File: src/rtl/sys_drain_pkg.sv
// sys_drain_pkg: shared constants and types for the systolic-array output drain.
package sys_drain_pkg;
  localparam int SYSTOLIC_ARRAY_WIDTH = 2;
  localparam logic [15:0] SAT_MAX = 16'h7FFF;
  localparam logic [15:0] SAT_MIN = 16'h8000;
  typedef enum logic {IDLE, DRAIN} state_t;
  typedef logic [SYSTOLIC_ARRAY_WIDTH-1:0] mask_t;
endpackage

File: src/rtl/sys_drain_postproc.sv
// drain_postproc: one column's saturating signed bias add followed by optional ReLU.
module drain_postproc
  import sys_drain_pkg::*;
(
  input  logic [15:0] data_i,
  input  logic [15:0] bias_i,
  input  logic        relu_en_i,
  input  logic        en_i,
  output logic [15:0] res_o
);
  logic [16:0] sum;
  logic [15:0] sat;
  always_comb begin
    sum = {data_i[15], data_i} + {bias_i[15], bias_i};
    sat = (sum[16] != sum[15]) ? (sum[16] ? SAT_MIN : SAT_MAX) : sum[15:0];
    res_o = (!en_i || (relu_en_i && sat[15])) ? 16'h0000 : sat;
  end
endmodule

File: src/rtl/sys_drain.sv
// sys_drain: deskews the two psum columns into rows, post-processes them and
// writes one row per cycle to the unified buffer at consecutive addresses.
module sys_drain #(
  parameter int SYSTOLIC_ARRAY_WIDTH = 2,
  parameter int ADDR_WIDTH = 16
) (
  input  logic                            clk,
  input  logic                            rst,
  input  logic                            cfg_valid_in,
  input  logic [ADDR_WIDTH-1:0]           cfg_base_addr_in,
  input  logic [15:0]                     cfg_row_count_in,
  input  logic [15:0]                     cfg_col_size_in,
  input  logic                            cfg_relu_en_in,
  input  logic [15:0]                     bias_x1_in,
  input  logic [15:0]                     bias_x2_in,
  input  logic [15:0]                     sys_data_out_x1,
  input  logic [15:0]                     sys_data_out_x2,
  input  logic                            sys_valid_out_x1,
  input  logic                            sys_valid_out_x2,
  output logic                            ub_wr_valid_out,
  output logic [ADDR_WIDTH-1:0]           ub_wr_addr_out,
  output logic [15:0]                     ub_wr_data_x1_out,
  output logic [15:0]                     ub_wr_data_x2_out,
  output logic [SYSTOLIC_ARRAY_WIDTH-1:0] ub_wr_mask_out,
  output logic                            drain_busy_out,
  output logic                            drain_done_out,
  output logic                            drain_err_out
);
  import sys_drain_pkg::*;
  state_t state_q, state_d;
  logic d1_valid_q;
  logic [15:0] d1_data_q;
  logic [ADDR_WIDTH-1:0] base_q, base_d, addr_q, addr_d;
  logic [15:0] rows_q, rows_d, row_q, row_d, bias1_q, bias1_d, bias2_q, bias2_d;
  logic [15:0] data1_q, data1_d, data2_q, data2_d, res1, res2;
  logic col2_q, col2_d, relu_q, relu_d, wr_q, wr_d, done_q, done_d;
  logic busy_q, busy_d, err_q, err_d, fire, cfg_ok;
  mask_t mask_q, mask_d, mask;
  // Column 1 runs one cycle ahead of column 2; d1 lines the two up.
  assign fire = d1_valid_q | (col2_q & sys_valid_out_x2);
  assign mask = col2_q ? {sys_valid_out_x2, d1_valid_q} : 2'b01;
  assign cfg_ok = (cfg_row_count_in != 16'd0) && (cfg_col_size_in != 16'd0);
  drain_postproc u_pp1 (.data_i(d1_data_q), .bias_i(bias1_q), .relu_en_i(relu_q), .en_i(mask[0]), .res_o(res1));
  drain_postproc u_pp2 (.data_i(sys_data_out_x2), .bias_i(bias2_q), .relu_en_i(relu_q), .en_i(mask[1]), .res_o(res2));
  always_comb begin
    state_d = state_q;
    base_d = base_q;
    rows_d = rows_q;
    row_d = row_q;
    bias1_d = bias1_q;
    bias2_d = bias2_q;
    col2_d = col2_q;
    relu_d = relu_q;
    err_d = err_q;
    wr_d = 1'b0;
    done_d = 1'b0;
    addr_d = '0;
    data1_d = 16'h0000;
    data2_d = 16'h0000;
    mask_d = '0;
    busy_d = (state_q == DRAIN) || (cfg_valid_in && cfg_ok);
    if (state_q == IDLE) begin
      if (cfg_valid_in && cfg_ok) begin
        state_d = DRAIN;
        base_d = cfg_base_addr_in;
        rows_d = cfg_row_count_in;
        row_d = 16'd0;
        bias1_d = bias_x1_in;
        bias2_d = bias_x2_in;
        col2_d = cfg_col_size_in > 16'd1;
        relu_d = cfg_relu_en_in;
        err_d = 1'b0;
      end else begin
        done_d = cfg_valid_in;
        err_d = err_q | sys_valid_out_x1 | sys_valid_out_x2;
      end
    end else begin
      err_d = err_q | cfg_valid_in | (fire && col2_q && (mask[0] != mask[1]));
      if (fire) begin
        wr_d = 1'b1;
        addr_d = base_q + ADDR_WIDTH'(row_q);
        data1_d = res1;
        data2_d = res2;
        mask_d = mask;
        row_d = row_q + 16'd1;
        done_d = row_q == rows_q - 16'd1;
        state_d = done_d ? IDLE : DRAIN;
      end
    end
  end
  always_ff @(posedge clk or negedge rst) begin
    if (!rst) begin
      state_q <= IDLE;
      d1_valid_q <= 1'b0;
      d1_data_q <= 16'h0000;
      base_q <= '0;
      rows_q <= 16'd0;
      row_q <= 16'd0;
      bias1_q <= 16'h0000;
      bias2_q <= 16'h0000;
      col2_q <= 1'b0;
      relu_q <= 1'b0;
      err_q <= 1'b0;
      wr_q <= 1'b0;
      done_q <= 1'b0;
      busy_q <= 1'b0;
      addr_q <= '0;
      data1_q <= 16'h0000;
      data2_q <= 16'h0000;
      mask_q <= '0;
    end else begin
      state_q <= state_d;
      d1_valid_q <= sys_valid_out_x1;
      d1_data_q <= sys_data_out_x1;
      base_q <= base_d;
      rows_q <= rows_d;
      row_q <= row_d;
      bias1_q <= bias1_d;
      bias2_q <= bias2_d;
      col2_q <= col2_d;
      relu_q <= relu_d;
      err_q <= err_d;
      wr_q <= wr_d;
      done_q <= done_d;
      busy_q <= busy_d;
      addr_q <= addr_d;
      data1_q <= data1_d;
      data2_q <= data2_d;
      mask_q <= mask_d;
    end
  end
  assign ub_wr_valid_out = wr_q;
  assign ub_wr_addr_out = addr_q;
  assign ub_wr_data_x1_out = data1_q;
  assign ub_wr_data_x2_out = data2_q;
  assign ub_wr_mask_out = mask_q;
  assign drain_busy_out = busy_q;
  assign drain_done_out = done_q;
  assign drain_err_out = err_q;
endmodule
File: config.mk
export PLATFORM = sky130hd
export DESIGN_NAME = sys_drain
export DESIGN_NICKNAME = d
export VERILOG_FILES = /design/src/rtl/sys_drain_pkg.sv /design/src/rtl/sys_drain_postproc.sv /design/src/rtl/sys_drain.sv
export SDC_FILE = /design/constraint.sdc
export NUM_CORES = 1
export LEC_CHECK = 0
export BUFFER_PORTS_ARGS = -buffer_cell sky130_fd_sc_hd__buf_2
export CORE_ASPECT_RATIO = 1.75
export CORE_UTILIZATION = 25
export DETAILED_ROUTE_END_ITERATION = 8
export HOLD_SLACK_MARGIN = 0.05
export PLACE_DENSITY = 0.47
export SYNTH_ARGS = -nofsm -noshare
export SYNTH_HDL_FRONTEND = slang
export SYNTH_SLANG_ARGS = --single-unit
File: constraint.sdc
create_clock -name clk -period 2.73 [get_ports clk]
set_clock_uncertainty 0.05 [all_clocks]
set_input_delay 0.273 -clock clk [delete_from_list [all_inputs] [get_ports clk]]
set_output_delay 0.273 -clock clk [all_outputs]
set_load 0.005 [all_outputs]
[Yosys cells after proc, flatten, opt, wreduce, memory -nomap -nowiden]
Cells that the tools add are included.
Storage, ports and cells
  word-level logic and storage cells: 81
  input port bits: 118
  output and inout bits: 54
  flip-flop bits (word level): 154
Cells by class
  order comparisons: 1
  mux-type cells: 29
  equality and inequality tests: 5
  bitwise gates (word level): 7
  reductions and logical operators: 16
  add/subtract/negate cells: 5
Operators with widths (number)
  $mux W16: 15
  $add A16 B16 Y17: 2
  $reduce_bool A16 Y1: 2
  $add A16 B1 Y16 const B: 1
  $add A16 B16 Y16: 1
  $eq A16 B16 Y1: 1
  $gt A16 B1 Y1 const B: 1
  $sub A16 B1 Y16 const B: 1
  $mux W1: 11
  $logic_and A1 B1 Y1: 6
  $mux W2: 3
  $or A1 B1 Y1: 5
  $reduce_and A2 Y1: 2
  $logic_or A1 B1 Y1: 3
  $ne A1 B1 Y1: 3
  $logic_not A1 Y1: 2
  $ne A2 B1 Y1 const B: 1
  $reduce_bool A2 Y1: 1
  $and A1 B1 Y1: 1
  $not A1 Y1: 1

[Logic depth before layout (Yosys ltp)]
  depth after elaboration: 8
  mapped depth: 10
  gate-level depth less buffers: 9

[Modules after synthesis]
Synthesis repeated with hierarchy kept, for this count alone.
Second synthesis, totals
  cells, all modules: 819
  area, all modules: 8744.6 um^2
Modules (own cells, without submodules)
  sys_drain: sequential area each 3853.7 um^2, cells an instance 565, area each 6815.3 um^2, instances 1
  drain_postproc: sequential area each 0.0 um^2, cells an instance 127, area each 964.7 um^2, instances 2

[Least setup slack after synthesis]
Ideal clock, no wire load.
  path kind: register -> register
  start: register row_q[0]
  end: register addr_q[14] (netlist: ub_wr_addr_out[14])
  stages on the path, launching flop included: 10
  arrival: 2302 ps
  library setup time: 132 ps
  period minus slack after synthesis: 2484 ps
  required time: 2548 ps
  setup slack: 246 ps
  path through: dfrtp_1 -> ha_1 -> fa_1 -> a21oi_1 -> o211ai_1 -> a31oi_1 -> o21ai_0 -> a221oi_1 -> xor2_1 -> nor2_1
Between the ends
  word-level cells in the longest chain between the ends: 3
Ends and longest elaborated chain
  start: declaration: line sys_drain.sv:34  | logic [15:0] rows_q, rows_d, row_q, row_d, bias1_q, bias1_d, bias2_q, bias2_d;
  start signal: assignment: line sys_drain.sv:117  | row_q <= row_d;
  $add A16 B16 Y16: line sys_drain.sv:81  | addr_d = base_q + ADDR_WIDTH'(row_q);
  $mux W16: line sys_drain.sv:79  | if (fire) begin
  $mux W16: line sys_drain.sv:62  | if (state_q == IDLE) begin
  named net addr_d[14]: line sys_drain.sv:33  | logic [ADDR_WIDTH-1:0] base_q, base_d, addr_q, addr_d;
  end signal: assignment: line sys_drain.sv:126  | addr_q <= addr_d;
  end: declaration: line sys_drain.sv:33
The timed path passes the listed nets, and every way through them passes these cells.
A chain may end at the register's enable or synchronous reset.

[Worst setup path in the final report]
  start: register base_q[0]
  end: register addr_q[14] (netlist: ub_wr_addr_out[14])
Between the ends
  word-level cells in the longest chain between the ends: 3
Ends and longest elaborated chain
  start: declaration: line sys_drain.sv:33
  start signal: assignment: line sys_drain.sv:115  | base_q <= base_d;
  $add A16 B16 Y16: line sys_drain.sv:81
  $mux W16: line sys_drain.sv:79
  $mux W16: line sys_drain.sv:62
  named net addr_d[14]: line sys_drain.sv:33
The timed path passes the listed nets, and every way through them passes these cells.

==> impl_metrics.sql <==
INSERT INTO impl_metrics (metric_group, metric, value, unit) VALUES
('setup_path', 'flop_to_flop_setup_slack', '0.17', 'ns'),
('sta', 'setup_violations', '0', ''),
('layout', 'areaGrowthSynthToFinish', '35.4', '%'),
('clocking', 'cts_max_path_bufs', '2', ''),
('drt', 'detail_route.wl_per_cell', '15.9', 'µm'),
('floorplan', 'start_util', '25.6', '%'),
('clocking', 'cts_bufs_inserted', '17', ''),
('clocking', 'cts.reportedPaths.clkPinSlew', '0.07', 'ns'),
('global_routing', 'grt_pass1_vias', '7574', ''),
('synth', 'synth_compound_gate_area_share', '13.7', '%'),
('floorplan', 'io_pins', '172', ''),
('sta', 'final_hold_viol_count', '0', ''),
('run_status', 'outcome', 'completed', ''),
('drt', 'post_drt_via_cell_ratio', '4.57', ''),
('synth', 'synth_cell_type_count', '69', ''),
('synth', 'synth-edff-count', '0', ''),
('pwr', 'cellPowerDensity', '905', 'nW/µm²'),
('setup_path', 'setup.worst_path.start_class', 'flop', ''),
('sta', 'min_period_over_period', '93.7', '%'),
('synth', 'synth.yosys.warnings', '0', ''),
('synth', 'synthXorXnorAreaFrac', '8.02', '%'),
('synth', 'synth_top_family_by_area', 'simple AND/OR/NAND/NOR gates', ''),
('synth', 'syn-cell-area', '8300', 'µm²'),
('sta', 'rsz0062_at_grt', 'no', ''),
('pwr', 'max-vdd-ir-drop', '388', 'µV'),
('drt', 'drcViolationCount', '0', ''),
('global_routing', 'grt_pass1_wl', '39700', 'µm'),
('placed_design', 'place.detailed.hpwl', '18900', 'µm'),
('global_routing', 'maximum_number_of_pins_on_one_net_before_global_route_repair', '85', ''),
('drt', 'detail-route-antenna-nets', '0', ''),
('layout', 'num_antenna_cells', '0', ''),
('sta', 'report.final.slew_viol_count', '0', ''),
('synth', 'number_of_register_bits_inferred_by_synthesis', '154', ''),
('clocking', 'cts_tree', 'yes', ''),
('layout', 'fillers', '3367', ''),
('pwr', 'cellLeakagePower', '0.00551', 'µW'),
('floorplan', 'floorplan.die_area', '34000', 'µm²'),
('synth', 'avgSynthCellArea', '9.36', 'µm²'),
('synth', 'synth_seq_area_share', '46.4', '%'),
('drt', 'detail_route.iter0.violations', '232', ''),
('synth', 'synth_adder_area_share', '8.11', '%'),
('setup_path', 'critical_path.endpoint_type', 'flop', ''),
('clocking', 'cts_max_level', '4', ''),
('setup_path', 'timing.critical_path.cells', 'ha_1 > fa_1 > a21oi_1 > o211ai_1 > a31oi_2 > o21ai_1 > a221oi_1 > xor2_1 > nor2_1', ''),
('synth', 'asyncSetResetFlopFracSynth', '100', '%'),
('sta', 'clock.fmax', '391', 'MHz'),
('drt', 'first_pass_iters', '4', ''),
('setup_path', 'worstSetupPathType', 'flop to flop', ''),
('drt', 'routed_wl', '24900', 'µm'),
('setup_path', 'required', '3.01', 'ns'),
('floorplan', 'die_height', '243', 'µm'),
('synth', 'synthesis.instances', '887', ''),
('floorplan', 'core_region_area', '32400', 'µm²'),
('layout', 'layout.cells.non_filler', '1569', ''),
('floorplan', 'placementRows', '87', ''),
('drt', 'detailroute.via_count', '7173', ''),
('global_routing', 'grt_overflow', '0', ''),
('synth', 'top_cell_type_s_share_of_synthesized_area', '46.4', '%'),
('sta', 'totalNegativeSetupSlack', '0', 'ns'),
('clocking', 'tritoncts_num_sinks', '154', ''),
('synth', 'synth_area_leaders', 'dfrtp_1 46%, nand2_1 11%, ha_1 7.4%, xnor2_1 4.0%, xor2_1 4.0%', ''),
('clocking', 'post_cts_buffers', '0', ''),
('synth', 'simple_gate_area_share_of_the_yosys_netlist', '21.0', '%'),
('setup_path', 'path_max_fanout', '3', ''),
('pwr', 'p_total', '10200', 'µW'),
('placed_design', 'number_of_i_o_port_buffers', '171', ''),
('clocking', 'clk-insertion-delay-late', '0.44', 'ns'),
('synth', 'yosys-mux-area-fraction', '0.633', '%'),
('synth', 'synth_flop_cell', 'dfrtp_1', ''),
('sta', 'timing_worst_slew_pin_value', '0.496', 'ns'),
('setup_path', 'critical-path-max-stage-delay', '0.41', 'ns');
## report_power, final
part | leakage (µW) | switching, µW | internal, µW
Sequential | 0.00195 | 491 | 2990
Combinational | 0.00328 | 2350 | 1910
Clock | 0.000278 | 1040 | 1390
Total | 0.00551 | 3880 | 6290
## cell type report
cell class	count	area [µm²]	area share, %
inverters	14	52.6	0.468
clock inverters	14	161	1.44
flip-flops and latches	154	3850	34.3
clock buffers	18	439	3.91
multi-input cells	693	4320	38.4
repair buffers	276	1910	17.0
well taps	400	500	4.45
## repair_timing
action / in CTS / in global routing
hold endpoints to repair: 124 / 0
hold buffers: 82 / 0
endpoints found under the setup margin: 0 / 28
gates resized for setup: 0 / 11
## Yosys cell counts (4+ instances only)
library cell / number
ha_1: 49
nor2_1: 49
xor2_1: 38
o31ai_2: 7
xnor2_1: 38
nand4_1: 9
a2111oi_0: 4
and3_1: 7
and2_1: 6
o21ai_0: 50
nor4_1: 11
nand3_1: 14
a21oi_1: 32
a21o_1: 12
o211ai_1: 5
inv_1: 14
o21ai_1: 4
nand2b_1: 6
nor3_1: 18
buf_2: 9
nand2_1: 246
clkbuf_1: 15
o21a_1: 5
a31oi_1: 5
dfrtp_1: 154
o31ai_1: 6
a211oi_1: 9
nor2b_1: 6
## kinds of logic (layout without fill, tap and decap cells)
kind of cell	count (synthesis)	count (layout)
and+or+nand+nor	393	393
AOI/OAI and AO/OA	168	168
DFF	154	154
xor gates and xnor gates	76	76
adders and majority gates	52	52
buffers and inverters	40	322
muxes	4	4
## metal layers
layer / vias to the layer above / wire length (µm) / track usage, %
li1: 3595 / - / -
met1: 3428 / 9200 / 14.9
met2: 125 / 14600 / 31.1
met3: 25 / 661 / 2.96
met4: 0 / 456 / 5.17
met5: - / 0 / 0
## worst paths after layout
check | start | to | depth (start not counted)
min in group asynchronous | rst | drain_done_out$_DFF_PN0_ | 2
worst min-delay path | cfg_valid_in | drain_done_out$_DFF_PN0_ | 2
worst max-delay path | base_q[0]$_DFFE_PN0P_ | ub_wr_addr_out[14]$_DFF_PN0_ | 9
worst min register to register | bias2_q[6]$_DFFE_PN0P_ | bias2_q[6]$_DFFE_PN0P_ | 2
max in group asynchronous | rst | d1_data_q[1]$_DFF_PN0_ | 3
worst max register to register | base_q[0]$_DFFE_PN0P_ | ub_wr_addr_out[14]$_DFF_PN0_ | 9
## state kept, by name, summed over array words and instances, names as in the netlist, 2 cells and up
name / count
base_q: 16
bias1_q: 16
bias2_q: 16
d1_data_q: 16
row_q: 16
rows_q: 16
ub_wr_addr_out: 16
ub_wr_data_x1_out: 16
ub_wr_data_x2_out: 16
ub_wr_mask_out: 2
## cell usage in the layout, fill, tap and decap left out, types with 5 or more instances in the layout
master / Yosys / routed
a21o_1: 12 / 12
a211oi_1: 9 / 7
nand3_1: 14 / 14
o21a_1: 5 / 5
ha_1: 49 / 49
nor2b_1: 6 / 6
nor2_1: 49 / 48
o211ai_1: 5 / 5
nor3_1: 18 / 18
nor4_1: 11 / 11
o21ai_1: 4 / 5
buf_4: 1 / 17
nand2b_1: 6 / 5
o31ai_1: 6 / 6
a21oi_1: 32 / 32
o21ai_0: 50 / 48
dlygate4sd3_1: 0 / 82
and2_1: 6 / 6
xnor2_1: 38 / 37
nand4_1: 9 / 9
inv_1: 14 / 14
clkbuf_16: 0 / 17
xor2_1: 38 / 38
clkinvlp_4: 0 / 5
nand2_1: 246 / 245
and3_1: 7 / 7
buf_2: 9 / 170
dfrtp_1: 154 / 154
o31ai_2: 7 / 7
## worst max-delay path: cells and delay by family (launching register included)
| family | cells | cell delay, ns |
|---|---|---|
| flops | 1 | 0.39 |
| xor+xnor | 1 | 0.17 |
| fa+ha+maj | 2 | 0.65 |
| simple gates | 1 | 0.05 |
| compound gates | 5 | 1.13 |
## metrics by stage
step           cell area, µm²  hold WS (ns)  utilization [%]  setup WS, ns
2_1_floorplan            8300       -0.0726                -         0.246
3_5_place_dp             9770         0.213             30.1        0.0317
3_3_place_gp             9770         0.210             30.1        0.0734
4_1_cts                 11200        0.0535             34.5        0.0409
6_report                11200        0.0790             34.6         0.171
5_1_grt                 11200        0.0633             34.6       0.00884
Power figures use the tool's default switching activity.
